<file path="src/rtl/ahb_pkg.sv">
// AHB-Lite encodings, the initiator pipeline stage record and control parity.
package ahb_pkg;

  localparam logic [1:0] HTRANS_IDLE   = 2'b00;
  localparam logic [1:0] HTRANS_NONSEQ = 2'b10;
  localparam logic [2:0] HBURST_SINGLE = 3'b000;
  localparam logic [3:0] HPROT_DEFAULT = 4'b0011;

  typedef struct packed {
    logic        valid;
    logic        cancel;
    logic        write;
    logic [1:0]  size;
    logic [31:0] addr;
    logic [31:0] wdata;
  } ahb_stage_t;

  function automatic logic ahb_ctrl_parity(
    input logic [2:0] hsize,
    input logic [2:0] hburst,
    input logic [3:0] hprot,
    input logic       hwrite,
    input logic       hmastlock
  );
    return (^hsize) ^ (^hburst) ^ (^hprot) ^ hwrite ^ hmastlock;
  endfunction

endpackage

</file>
<file path="src/rtl/edac_pkg.sv">
// EDAC helpers shared by the protected AHB-Lite slaves and their initiators.
// edac_checksum is a 32-bit SEC-DED code: six Hamming bits plus overall parity.
package edac_pkg;

  // Data bits occupy the non-power-of-two Hamming positions 3..38. Check bit j
  // covers every data bit whose position has bit j set.
  function automatic logic [6:0] edac_checksum(input logic [31:0] data);
    logic [6:0] chk;
    int         idx;
    chk = '0;
    idx = 0;
    for (int p = 3; p < 39; p++) begin
      if ((p & (p - 1)) != 0) begin
        for (int j = 0; j < 6; j++) begin
          if (p[j]) chk[j] = chk[j] ^ data[idx];
        end
        idx++;
      end
    end
    chk[6] = (^data) ^ (^chk[5:0]);
    return chk;
  endfunction

endpackage

</file>
<file path="src/rtl/ahb_parity_gen.sv">
// Combinational interface-protection generator: control parity and write-data
// checksum. All outputs are zero when protection is disabled.
module ahb_parity_gen
  import ahb_pkg::*;
  import edac_pkg::*;
#(
  parameter bit IFP = 1'b0
) (
  input  logic [31:0] haddr,
  input  logic [2:0]  hsize,
  input  logic [2:0]  hburst,
  input  logic [3:0]  hprot,
  input  logic        hwrite,
  input  logic        hmastlock,
  input  logic [1:0]  htrans,
  input  logic [31:0] hwdata,
  output logic [5:0]  hparity,
  output logic [6:0]  hwchecksum
);

  always_comb begin
    hparity    = '0;
    hwchecksum = '0;
    if (IFP) begin
      for (int k = 0; k < 4; k++) begin
        hparity[k] = ^haddr[8*k +: 8];
      end
      hparity[4] = ahb_ctrl_parity(hsize, hburst, hprot, hwrite, hmastlock);
      hparity[5] = ^htrans;
      hwchecksum = edac_checksum(hwdata);
    end
  end

endmodule

</file>
<file path="src/rtl/ahb_initiator.sv">
// AHB-Lite master: valid/ready requests become pipelined SINGLE transfers with
// one in-order response each. Handshake: a request transfers on the rising edge
// where req_valid_i and req_ready_o are both high; rsp_valid_o is a one-cycle
// strobe that cannot be back-pressured.
module ahb_initiator
  import ahb_pkg::*;
  import edac_pkg::*;
#(
  parameter bit IFP = 1'b0
) (
  input  logic        s_clk_i,
  input  logic        s_resetn_i,
  input  logic        req_valid_i,
  output logic        req_ready_o,
  input  logic [31:0] req_addr_i,
  input  logic [31:0] req_wdata_i,
  input  logic [1:0]  req_size_i,
  input  logic        req_write_i,
  output logic        rsp_valid_o,
  output logic [31:0] rsp_rdata_o,
  output logic        rsp_err_o,
  output logic        rsp_chk_o,
  output logic [31:0] m_haddr_o,
  output logic [31:0] m_hwdata_o,
  output logic [2:0]  m_hburst_o,
  output logic        m_hmastlock_o,
  output logic [3:0]  m_hprot_o,
  output logic [2:0]  m_hsize_o,
  output logic [1:0]  m_htrans_o,
  output logic        m_hwrite_o,
  output logic [5:0]  m_hparity_o,
  output logic [6:0]  m_hwchecksum_o,
  input  logic [31:0] m_hrdata_i,
  input  logic [6:0]  m_hrchecksum_i,
  input  logic        m_hready_i,
  input  logic        m_hresp_i
);

  ahb_stage_t  ap_q, ap_d;
  ahb_stage_t  dp_q, dp_d;
  logic        rsp_valid_q, rsp_valid_d;
  logic        rsp_err_q, rsp_err_d;
  logic        rsp_chk_q, rsp_chk_d;
  logic [31:0] rsp_rdata_q, rsp_rdata_d;

  logic first_err;
  logic accept;
  logic complete;
  logic rd_ok;

  always_comb begin
    first_err   = dp_q.valid & m_hresp_i & ~m_hready_i;
    req_ready_o = ~ap_q.valid | (m_hready_i & ~m_hresp_i);
    accept      = req_valid_i & req_ready_o;
    complete    = dp_q.valid & m_hready_i;
    rd_ok       = complete & ~dp_q.write & ~dp_q.cancel;

    // Address-phase stage: fields are kept when it empties so the bus holds
    // its last address/control while HTRANS shows IDLE.
    ap_d = ap_q;
    if (m_hready_i) ap_d.valid = 1'b0;
    if (first_err && ap_q.valid) ap_d.cancel = 1'b1;
    if (accept) begin
      ap_d.valid  = 1'b1;
      ap_d.cancel = 1'b0;
      ap_d.write  = req_write_i;
      ap_d.size   = req_size_i;
      ap_d.addr   = req_addr_i;
      ap_d.wdata  = req_wdata_i;
    end

    // A cancelled entry still walks through the data-phase stage so its error
    // response stays in request order.
    dp_d = dp_q;
    if (m_hready_i) begin
      dp_d.valid = 1'b0;
      if (ap_q.valid) dp_d = ap_q;
    end

    rsp_valid_d = complete;
    rsp_err_d   = complete & (dp_q.cancel | m_hresp_i);
    rsp_rdata_d = rd_ok ? m_hrdata_i : '0;
    rsp_chk_d   = IFP & rd_ok & (edac_checksum(m_hrdata_i) != m_hrchecksum_i);
  end

  always_ff @(posedge s_clk_i) begin
    if (!s_resetn_i) begin
      ap_q        <= '0;
      dp_q        <= '0;
      rsp_valid_q <= 1'b0;
      rsp_err_q   <= 1'b0;
      rsp_chk_q   <= 1'b0;
      rsp_rdata_q <= '0;
    end else begin
      ap_q        <= ap_d;
      dp_q        <= dp_d;
      rsp_valid_q <= rsp_valid_d;
      rsp_err_q   <= rsp_err_d;
      rsp_chk_q   <= rsp_chk_d;
      rsp_rdata_q <= rsp_rdata_d;
    end
  end

  // The first error cycle must not start the pending transfer, even before
  // its cancel flag has been registered.
  assign m_htrans_o    = (ap_q.valid & ~ap_q.cancel & ~first_err) ? HTRANS_NONSEQ
                                                                   : HTRANS_IDLE;
  assign m_haddr_o     = ap_q.addr;
  assign m_hsize_o     = {1'b0, ap_q.size};
  assign m_hwrite_o    = ap_q.write;
  assign m_hwdata_o    = dp_q.wdata;
  assign m_hburst_o    = HBURST_SINGLE;
  assign m_hmastlock_o = 1'b0;
  assign m_hprot_o     = HPROT_DEFAULT;

  assign rsp_valid_o = rsp_valid_q;
  assign rsp_err_o   = rsp_err_q;
  assign rsp_chk_o   = rsp_chk_q;
  assign rsp_rdata_o = rsp_rdata_q;

  ahb_parity_gen #(
    .IFP(IFP)
  ) u_parity (
    .haddr     (m_haddr_o),
    .hsize     (m_hsize_o),
    .hburst    (m_hburst_o),
    .hprot     (m_hprot_o),
    .hwrite    (m_hwrite_o),
    .hmastlock (m_hmastlock_o),
    .htrans    (m_htrans_o),
    .hwdata    (m_hwdata_o),
    .hparity   (m_hparity_o),
    .hwchecksum(m_hwchecksum_o)
  );

endmodule

</file>
<file path="config.mk">
export PLATFORM = sky130hd
export DESIGN_NAME = ahb_initiator
export DESIGN_NICKNAME = d
export VERILOG_FILES = /design/src/rtl/ahb_pkg.sv /design/src/rtl/edac_pkg.sv /design/src/rtl/ahb_parity_gen.sv /design/src/rtl/ahb_initiator.sv
export SDC_FILE = /design/constraint.sdc
export NUM_CORES = 1
export LEC_CHECK = 0
export CORE_ASPECT_RATIO = 0.9
export CORE_MARGIN = 5
export CORE_UTILIZATION = 43
export CTS_BUF_LIST = sky130_fd_sc_hd__clkbuf_16
export CTS_CLUSTER_SIZE = 40
export DETAILED_ROUTE_END_ITERATION = 6
export PLACE_DENSITY_LB_ADDON = 0.05
export REMOVE_ABC_BUFFERS = 1
export SETUP_SLACK_MARGIN = 0.1
export SYNTH_ARGS = -nofsm -noshare
export SYNTH_HDL_FRONTEND = slang
export SYNTH_HIERARCHICAL = 1
export SYNTH_SLANG_ARGS = --single-unit
</file>
<file path="constraint.sdc">
create_clock -name s_clk_i -period 1.6 [get_ports s_clk_i]
set_input_delay 0.4 -clock s_clk_i [delete_from_list [all_inputs] [get_ports s_clk_i]]
set_output_delay 0.4 -clock s_clk_i [all_outputs]
set_load 0.05 [all_outputs]
</file>
==> out/summary.md, run 1 <==
The number of flops mapped to enable cells by yosys was 0. The tools report the hold violation total from the final report as 0. Entering global routing, the biggest net connects 90 pins.

The first global-routing pass estimated 20900 um of wire. After detailed routing, the total wire length is 13000 um. Number of core rows: 39. After synthesis, the cell types taking the most area are sky130_fd_sc_hd__dfxtp_1 49%, sky130_fd_sc_hd__nand2_1 14%, sky130_fd_sc_hd__buf_4 13%.

Averaged over all synthesized cells, the footprint is 9.07 um^2. The clock buffer count from CTS came out at 17. The total overflow left after global routing is 0.

The cell with the largest stage delay on the worst path was sky130_fd_sc_hd__dfxtp_2. The first detailed-routing pass took 5 iterations. OpenSTA, run right after detailed placement, puts the worst setup slack at -344 ps. The final setup slack of the worst path was -128 ps; the total die area was 15500 um^2. In the synthesized netlist the dominant register cell turns out to be sky130_fd_sc_hd__dfxtp_1.

In the final layout, the multi-input gates occupy 2110 um^2. Count of hold buffers inserted by post-cts repair: 0. The tools report the nature of the critical path endpoint as an output port. The power density over the cells was 1010 nW/um^2. The proportion of synthesized chip area in sequential cells was 0.490; the static power due to leakage was 3.70 nW. In this run the standard cell core region covers 12800 um^2. The run gives 0 as the number of antenna violations at the first check in global routing. Relative to the synthesized area, the layout overhead comes to 59.5%. Yosys printed 6 warnings.

For the number of diodes, the log shows 0. Leaving out filler cells and counting taps, the final layout contains 936. The via count of the first global-routing pass came out at 4210.

The count of nets left with antenna violations once routing finished came out at 0. The via total after detailed routing is 4220, and the clock skew is 4.99 ps. Clock-pin slew was measured on the worst setup and hold paths at 60 ps. The detailed router's first-iteration violation count came out at 147. Summing all placed instances gives a cell area of 8370 um^2.

Data arrives at the worst endpoint at 1330 ps. Setup repair after global routing could not meet its margin everywhere. The critical path in this run is classified as flip-flop to output port. The quantity of I/O buffers inserted on ports works out to 206.

The die extent in y is 119 um, and the post-synthesis instance area is 5640 um^2. The share of cells above drive strength 1 came out at 0.210. The final reports fail on negative setup slack. The kind of path behind the tightest hold check was input pin to flip-flop. The fraction of post-synthesis cell area in the top cell type by area was 0.490. Counting instances in the post-synthesis netlist gives the leading cell types as 204 x sky130_fd_sc_hd__nand2_1, 138 x sky130_fd_sc_hd__dfxtp_1, 95 x sky130_fd_sc_hd__buf_4, 67 x sky130_fd_sc_hd__mux2i_1, 35 x sky130_fd_sc_hd__a21boi_0. TritonCTS built the clock tree. For the total track usage, the log shows 0.171.

The count of clock tree sinks is 138, and the async set-reset flop share out of synthesis is 0. For the number of top-level design ports, the log shows 238. The tools report the count of different cell masters after synthesis as 21.

In the routed layout, each cell is associated on average with a via count of 4.51. STA classifies the critical path startpoint as a flip-flop. At the end of routability-driven placement, the weighted congestion stood at 0.711. Timing would allow up to 0.579 GHz. The post-synthesis sequential element count was 138; the detail-routed net length per standard cell was 13.9 um.

The tools report the post-route DRC violation count as 0. The final layout contains 870 nets. In this run the worst path has a maximum fanout of 3. The signal on the critical path passes through and3b_1 > nor3b_2 > buf_4 > buf_12. The minimum period implied by the final worst setup slack was 1730 ps; the final max-slew violation count was 0.

The horizontal die dimension was 131 um; the latest clock arrival within the worst-skew pair was 410 ps. The run finished, with violations left. The number of instances in the placed design is 903. Summing internal, switching and leakage power gives 9.08 mW. For the total setup violations reported at the end of the flow, the log shows 1. The largest total area in the synthesized netlist belongs to sky130_fd_sc_hd__dfxtp_1. The logs give 9810 um for the estimated wirelength of the detail-placed design and 8990 um^2 for the final instance area. In the post-synthesis netlist, the cell with the most instances is sky130_fd_sc_hd__nand2_1. The sequential cell area is 2770 um^2, and the delay of the slowest critical-path stage is 330 ps. The logs give 621 for the post-synthesis cell count and 2 for the worst-case clock buffer depth.

The max-cap check violation count is 0, and the final design utilization is 0.703. The H-tree was split into 4 levels. Across the VDD grid, the largest voltage drop is 1.05 mV. The ratio of final minimum period to clock period is 1.08.

The layout has 956 filler cells. The cell sitting at the root of the clock tree is a sky130_fd_sc_hd__clkbuf_16. Data on the critical path is required at its endpoint by 1200 ps. The tools report the starting density of the core as 0.441.
==> final timing paths <==
kind / slack (ps) / cells after the start / end / start
min: 450 / 4 / rsp_valid_o / s_resetn_i
max reg2reg: 340 / 5 / m_hwrite_o / ap_q[68]
max: -130 / 4 / m_htrans_o[1] / dp_q[68]
min reg2reg: 460 / 2 / ap_q[10] / ap_q[10]
==> area by class of cell <==
class                           instances  area share
Clock buffer                           17      0.0473
Clock inverter                         15      0.0196
Inverter                                1    0.000418
Multi-Input combinational cell        376       0.235
Sequential cell                       138       0.308
Tap cell                              164      0.0228
Timing Repair Buffer                  225       0.368
==> flip-flops by register name (all words and copies together), names as in the netlist <==
signal / cells
m_haddr_o: 32
rsp_err_o: 1
m_hwrite_o: 1
dp_q: 3
ap_q: 34
rsp_rdata_o: 32
m_hwdata_o: 32
m_hsize_o: 2
rsp_valid_o: 1
==> metrics by stage <==
stage / hold slack (ps) / setup TNS [ps]
2_1_floorplan: 435 / -283870
3_3_place_gp: 442 / -21140
3_5_place_dp: 449 / -26100
4_1_cts: 435 / -150
5_1_grt: 456 / -185
6_report: 453 / -128
==> timing repair <==
action | 4_1_cts | 5_1_grt
endpoints found under the setup margin | 2 | 2
buffers inserted | 1 | 0
pin swaps | 1 | 0
resized for setup | 7 | 1
==> per-layer routing <==
layer  track usage  part of all wire  wire, um  vias up
met5             0                 0         0        -
met4        0.0572            0.0099       129        0
met3        0.0825              0.11      1410       10
met2         0.288              0.51      6610      145
met1         0.186              0.37      4850     1938
li1              -                 -         -     2127
==> layout by cell type (no fill, tap or decap), drive strengths merged, types with 3 or more instances in the layout <==
master / n
bufinv: 3
clkdlybuf4s50: 100
clkinv: 9
mux2i: 67
dfxtp: 138
clkbuf: 17
a21boi: 36
nand2: 204
buf: 123
conb: 24
and2: 33
==> worst max-delay path: cells and delay by family, from the launching register on <==
family / cells / cell delay, ps
buffers and inverters: 2 / 250
DFF: 1 / 330
and+or+nand+nor: 2 / 340
==> power breakdown <==
part	switching, mW	internal (mW)
combinational	0.744	0.737
clock	1.46	2.45
sequential	0.114	3.58
==> kinds of logic (layout without fill, tap and decap cells) <==
family	count (synthesis)	in the layout	synth area share
multiplexers	67	67	0.119
AND/OR/NAND/NOR	247	247	0.184
AO/OA/AOI/OAI	38	38	0.0502
flip-flops	138	138	0.490
other	3	24	0.00200
buffers and inverters	128	258	0.155
Note: power is estimated with default switching activity, not from simulation.
==> inputs of run 2 (changes only) <==
--- a/config.mk
+++ b/config.mk
@@ -11,9 +11,9 @@
 export CTS_BUF_LIST = sky130_fd_sc_hd__clkbuf_16
 export CTS_CLUSTER_SIZE = 40
 export DETAILED_ROUTE_END_ITERATION = 6
+export GPL_ROUTABILITY_DRIVEN = 0
 export PLACE_DENSITY_LB_ADDON = 0.05
 export REMOVE_ABC_BUFFERS = 1
-export SETUP_SLACK_MARGIN = 0.1
 export SYNTH_ARGS = -nofsm -noshare
 export SYNTH_HDL_FRONTEND = slang
 export SYNTH_HIERARCHICAL = 1
==> out/summary.md, run 2 (synthesis gave the netlist of run 1 again) <==
The flow ran to the end, but the final reports show violations. The checks that failed: negative setup slack. For the total power, the log shows 9.08 mW (about the same). The total congestion overflow after global routing came out at 0 (unchanged).

The ratio of final minimum period to clock period is 1.08 (-0.00400). The final instance area came out at 8980 um^2 (-0.13%). The tools report the worst-case clock buffer depth as 2 (unchanged). The via count of the first global-routing pass came out at 4205 (-0.12%).

The switching power summed over all nets is 2.31 mW (-0.14%), and the estimated wirelength of the detail-placed design is 9810 um (unchanged). The critical path launch point type is a flip-flop. The cell-internal power is 6.77 mW (about the same), and the wire length of the first global-routing pass is 20900 um (-0.30%).

The final setup slack of the worst path came out at -121 ps (+6.40 ps). Setup total negative slack: -121 ps (+6.40 ps). The run gives 1.05 mV (unchanged) as the largest voltage drop on the vdd net.

The final max-slew violation count was 0 (unchanged). The run gives 17 (unchanged) as the clock buffer count from CTS. The worst register-to-register path begins at ap_q[68].

The logs give 4.71 ps (-0.284 ps) for the clock skew and 12800 um^2 (unchanged) for the area of the placeable core. The cell depth of the worst hold path was 4 (unchanged). Multi-input logic area: 2100 um^2 (-0.47%). For the sequential power share, the log shows 0.407 (about the same).

The terminating pin of the worst hold path was rsp_valid_o. The logs give 1320 ps (about the same) for the endpoint arrival time on the critical path and 0.581 GHz (+0.37%) for the highest clock rate. The tools report the startpoint of the tightest hold check path as s_resetn_i. The tools report the number of nets with antenna violations after detailed routing as 0 (unchanged). The detailed router's first-iteration violation count came out at 145 (-1.4%). The minimum period implied by the final worst setup slack was 1720 ps (-6.40 ps). For the max-cap check violation count, the log shows 0 (unchanged).

The number of flip-flops under the largest register name is 34 (unchanged), and the relative contribution of combinational cells to total power is 0.163 (about the same). The logs give 960 (+0.42%) for the total of fill cells in the finished design and 0 (unchanged) for the hold violation total from the final report. TritonCTS built the clock tree.

The number of antenna violations at the first check in global routing was 0 (unchanged). The worst-case hold slack was 454 ps (+1.19 ps); the latest clock arrival within the worst-skew pair was 410 ps (about the same). Number of search-and-repair iterations in the first detailed-routing pass: 5 (unchanged). For the setup slack of the worst register-to-register path, the log shows 330 ps (about the same). Setup repair after global routing could not meet its margin everywhere. Kind of critical path: flip-flop to output port. Maximum number of pins on one net before global-route repair: 90 (unchanged). The cell sitting at the root of the clock tree is a sky130_fd_sc_hd__clkbuf_16. The detail-routed net length per standard cell came out at 13.9 um (-0.25%). The path class of the tightest hold or removal check is input pin to flip-flop. The die extent in y works out to 119 um (unchanged). The top cell types in the final layout, fill and taps aside, are 204 x sky130_fd_sc_hd__nand2_1, 137 x sky130_fd_sc_hd__dfxtp_1, 109 x sky130_fd_sc_hd__buf_12, 100 x sky130_fd_sc_hd__clkdlybuf4s50_1, 67 x sky130_fd_sc_hd__mux2i_1.

The layout overhead on the synthesized area is 59.3%, and the final design utilization is 0.702 (-0.000881). The share of total power in the clock network is 0.430 (about the same), and the total die area is 15500 um^2 (unchanged). The nature of the critical path endpoint was an output port. The total setup violations reported at the end of the flow was 1 (unchanged).

The total detailed-routing wirelength is 13000 um (-0.25%). The starting density of the core was 0.441 (unchanged); the largest driver fanout on the critical path was 3 (unchanged). The logs give 0.170 (-0.000557) for the total track usage and 4 (unchanged) for the total number of H-tree levels. The endpoint identified for the worst register-to-register timing path is m_hwrite_o. Number of diodes: 0 (unchanged). The share of cells above drive strength 1 works out to 0.206 (-0.00389). The run gives 39 (unchanged) as the number of core rows. The via total after detailed routing is 4215 (-0.12%). Counting flops per register, the top entry is ap_q. The horizontal die dimension works out to 131 um (unchanged). The average vias per placed instance is 4.50 (-0.12%).

The power density over the cells came out at 1010 nW/um^2 (about the same). The worst-case reg-to-reg path depth came out at 5 (unchanged). The tools report the static power due to leakage as 3.70 nW (-0.17%). Leaving out fill and tap cells, the most frequent cell in the layout is sky130_fd_sc_hd__nand2_1. The fraction of power spent switching nets was 0.255 (about the same). For the net total in the final layout, the log shows 870 (unchanged).

The quantity of I/O buffers inserted on ports is 206 (unchanged), and the post-route DRC violation count is 0 (unchanged). Count of clock tree sinks: 138 (unchanged). The tools report the number of top-level design ports as 238 (unchanged). The critical path data required time was 1200 ps (about the same). The total placed instance area was 8370 um^2 (unchanged); the sequential cell area was 2760 um^2 (about the same). The clock slew at the register clock pins of the worst setup and hold paths came out at 60 ps (about the same).
## run 2: stage by stage
| step | cells | worst slack [ps] |
|---|---|---|
| floorplan | 515 | -4110 |
| global placement | 903 | -343 |
| detailed placement | 903 | -344 |
| CTS | 936 | -150 |
| global route | 936 | -186 |
| finish | 936 | -121 |
## run 2: how the worst max path moves through the flow
stage	from	to	slack [ps]	depth (start not counted)
after floorplan	m_hresp_i	ap_q[0]	-4110	3
after global placement	m_hready_i	m_htrans_o[1]	-340	5
after detailed placement	m_hready_i	m_htrans_o[1]	-340	5
after CTS	dp_q[68]	m_htrans_o[1]	-150	4
after global routing	dp_q[68]	m_htrans_o[1]	-190	4
final	dp_q[68]	m_htrans_o[1]	-120	4
## run 2: power groups by stage
stage	Sequential [mW]	Combinational (mW)	Clock [mW]
floorplan	4.00	0.454	0
global placement	3.76	1.47	0
detailed placement	3.77	1.49	0
CTS	3.70	1.49	4.03
global route	3.71	1.56	4.17
finish	3.69	1.48	3.91
## run 2: worst max-delay path, stage by stage (launching register included)
cell	delay (ps)
sky130_fd_sc_hd__dfxtp_2	330
sky130_fd_sc_hd__and3b_1	180
sky130_fd_sc_hd__nor3b_2	150
sky130_fd_sc_hd__buf_4	130
sky130_fd_sc_hd__buf_12	120
## run 2: per-layer routing
metal,share of wire,up-vias,GRT usage
li1,-,2127,-
met1,0.37,1933,0.186
met3,0.11,10,0.0825
met4,0.0099,0,0.0572
met5,0,-,0
met2,0.51,145,0.286
## run 2: area by class of cell
| type | count | area share |
|---|---|---|
| multi-input combinational | 376 | 0.234 |
| inverter | 1 | 0.000418 |
| sequential | 138 | 0.308 |
| timing repair buffer | 225 | 0.368 |
| clock buffer | 17 | 0.0474 |
| tap | 164 | 0.0229 |
| clock inverter | 15 | 0.0196 |
## run 2: repair_timing
item | CTS | global route
setup endpoints to repair | 2 | 1
buffers inserted | 1 | 0
pin swaps | 1 | 0
hold buffers | 0 | 0
resized for setup | 4 | 0
==> inputs of run 3 (changes only) <==
==> constraint.sdc (replaced) <==
create_clock -name s_clk_i -period 1.6 [get_ports s_clk_i]
set_input_delay 0.32 -clock s_clk_i [delete_from_list [all_inputs] [get_ports s_clk_i]]
set_output_delay 0.32 -clock s_clk_i [all_outputs]
set_load 0.05 [all_outputs]
==> out/summary.md, run 3 (synthesis gave the netlist of run 1 again) <==
The run finished, with violations left. The checks that failed: negative setup slack. Quantity of I/O buffers inserted on ports: 206 (unchanged). The total setup violations reported at the end of the flow is 1 (unchanged). The detail-routed net length per standard cell works out to 13.5 um (-2.8%).

The final design utilization is 0.602 (-0.100), and the wire length of the first global-routing pass is 20100 um (-3.7%). Leaving out fill and tap cells, the most frequent cell in the layout is sky130_fd_sc_hd__nand2_1. The total die area is 15500 um^2 (unchanged).

TritonCTS built the clock tree. For the critical path data required time, the log shows 1280 ps (+80 ps). The largest driver fanout on the critical path is 2 (-1), and the total track usage is 0.164 (-0.00620).

The final instance area was 7700 um^2 (-14%). Clock slew at the register clock pins of the worst setup and hold paths: 60 ps (about the same). The tools report the detailed router's first-iteration violation count as 182 (+26%). Setup repair after global routing could not meet its margin everywhere. The maximum number of pins on one net before global-route repair was 90 (unchanged); the net total in the final layout was 865 (-0.57%). For the highest clock rate, the log shows 0.609 GHz (+4.8%). The run gives 39 (unchanged) as the number of core rows. The minimum period implied by the final worst setup slack is 1640 ps (-79.3 ps). The root buffer selected by CTS is sky130_fd_sc_hd__clkbuf_16. The via count of the first global-routing pass was 4165 (-0.95%). In the layout the commonest cells are 204 x sky130_fd_sc_hd__nand2_1, 136 x sky130_fd_sc_hd__dfxtp_1, 109 x sky130_fd_sc_hd__buf_4, 100 x sky130_fd_sc_hd__clkdlybuf4s50_1, 67 x sky130_fd_sc_hd__mux2i_1. The run gives 8630 um (-12%) as the estimated wirelength of the detail-placed design. The run gives 0.801 mV (-23%) as the largest voltage drop on the vdd net. The hold violation total from the final report was 0 (unchanged).

The logs give 0 (unchanged) for the total congestion overflow after global routing and 410 ps (about the same) for the latest clock arrival within the worst-skew pair. For the worst-case hold slack, the log shows 382 ps (-72.5 ps). The tools report the final max-slew violation count as 0 (unchanged). The run gives 1320 ps (about the same) as the endpoint arrival time on the critical path. The worst-case clock buffer depth is 2 (unchanged). The share of cells above drive strength 1 came out at 0.199 (-0.00648).

The clock skew came out at 4.15 ps (-0.562 ps). For the max-cap check violation count, the log shows 0 (unchanged). By startpoint and endpoint, the worst setup path is classified as flip-flop to output port. The run gives 138 (unchanged) as the count of clock tree sinks.

Ranked by flip-flop count, first place goes to ap_q. The die extent in y works out to 119 um (unchanged). The ratio of final minimum period to clock period was 1.03 (-0.0496); the area of the placeable core was 12800 um^2 (unchanged). The critical path launch point type was a flip-flop.

The run gives 0 (unchanged) as the count of hold buffers inserted by post-cts repair. For the number of diodes, the log shows 0 (unchanged). The post-placement worst setup slack is -236 ps (+108 ps), and the layout overhead on the synthesized area is 36.6%. Static power due to leakage: 3.37 nW (-8.8%). The logs give 238 (unchanged) for the number of top-level design ports and 8.91 mW (-1.9%) for the total power. Post-route DRC violation count: 0 (unchanged). The total placed instance area was 7080 um^2 (-15%). The average vias per placed instance works out to 4.44 (-1.4%).

The run gives 4 (unchanged) as the total number of H-tree levels. The clock buffer count from CTS is 17 (unchanged), and the final setup slack of the worst path is -42.1 ps (+79.3 ps). The number of search-and-repair iterations in the first detailed-routing pass was 4 (-1); the total detailed-routing wirelength was 12500 um (-3.4%). The tools report the post-route non-filler standard cell count as 931 (-0.53%). The nature of the critical path endpoint was an output port.

Number of flip-flops under the largest register name: 34 (unchanged). Via total after detailed routing: 4135 (-1.9%). The logs give -42.1 ps (+79.3 ps) for the setup total negative slack and 0.441 (unchanged) for the starting density of the core. The number of nets with antenna violations after detailed routing is 0 (unchanged).

The tightest min-delay check is of the input pin to flip-flop type. The number of antenna violations at the first check in global routing is 0 (unchanged), and the power density over the cells is 1160 nW/um^2 (+14%). Number of instances in the placed design: 898 (-0.55%).

Horizontal die dimension: 131 um (unchanged).
==> run 3: cell types whose count changed in the layout (fill, tap and decap cells not counted), moves of 2 or more <==
cell | previous run | this run
sky130_fd_sc_hd__clkinv_1 | 1 | 3
sky130_fd_sc_hd__buf_4 | 14 | 109
sky130_fd_sc_hd__clkinv_4 | 5 | 0
sky130_fd_sc_hd__clkinvlp_4 | 2 | 4
sky130_fd_sc_hd__buf_12 | 109 | 9
==> run 3: cell type report <==
type / count / area [um^2]
timing repair buffer: 220 / 2020
tap: 164 / 205
clock buffer: 17 / 425
clock inverter: 15 / 181
inverter: 1 / 3.75
sequential: 138 / 2770
fill: 1098 / 5090
multi-input combinational: 376 / 2100
==> run 3: final timing paths <==
check                                 from             to  slack, ps  cells past startpoint
worst min register to register    ap_q[31]       ap_q[31]        450                      2
worst min-delay path            s_resetn_i    rsp_valid_o        380                      4
worst max-delay path              dp_q[68]  m_htrans_o[1]        -40                      4
worst max register to register    ap_q[68]        ap_q[7]        400                      3
==> run 3: report_power, final <==
part	internal [mW]	switching [mW]	leakage (nW)
clock	2.57	1.43	0.287
combinational	0.519	0.731	1.96
sequential	3.58	0.0725	1.13
==> run 3: worst max-delay path, cell delays in order, from the launching register on <==
cell and delay, ps:
sky130_fd_sc_hd__dfxtp_2 320, sky130_fd_sc_hd__and3b_1 180, sky130_fd_sc_hd__nor3b_2 150, sky130_fd_sc_hd__buf_4 140, sky130_fd_sc_hd__buf_12 120
==> run 3: per-layer routing <==
| metal | up-vias | part of all wire | track usage |
|---|---|---|---|
| li1 | 2110 | - | - |
| met1 | 1870 | 0.40 | 0.179 |
| met2 | 140 | 0.49 | 0.274 |
| met3 | 15 | 0.10 | 0.0825 |
| met4 | 0 | 0.011 | 0.0553 |
| met5 | - | 0 | 0 |
==> run 3: timing repair <==
item | CTS | global route
pin swaps | 2 | 1
endpoints found under the setup margin | 1 | 1
setup buffers | 1 | 0
resized for setup | 5 | 0
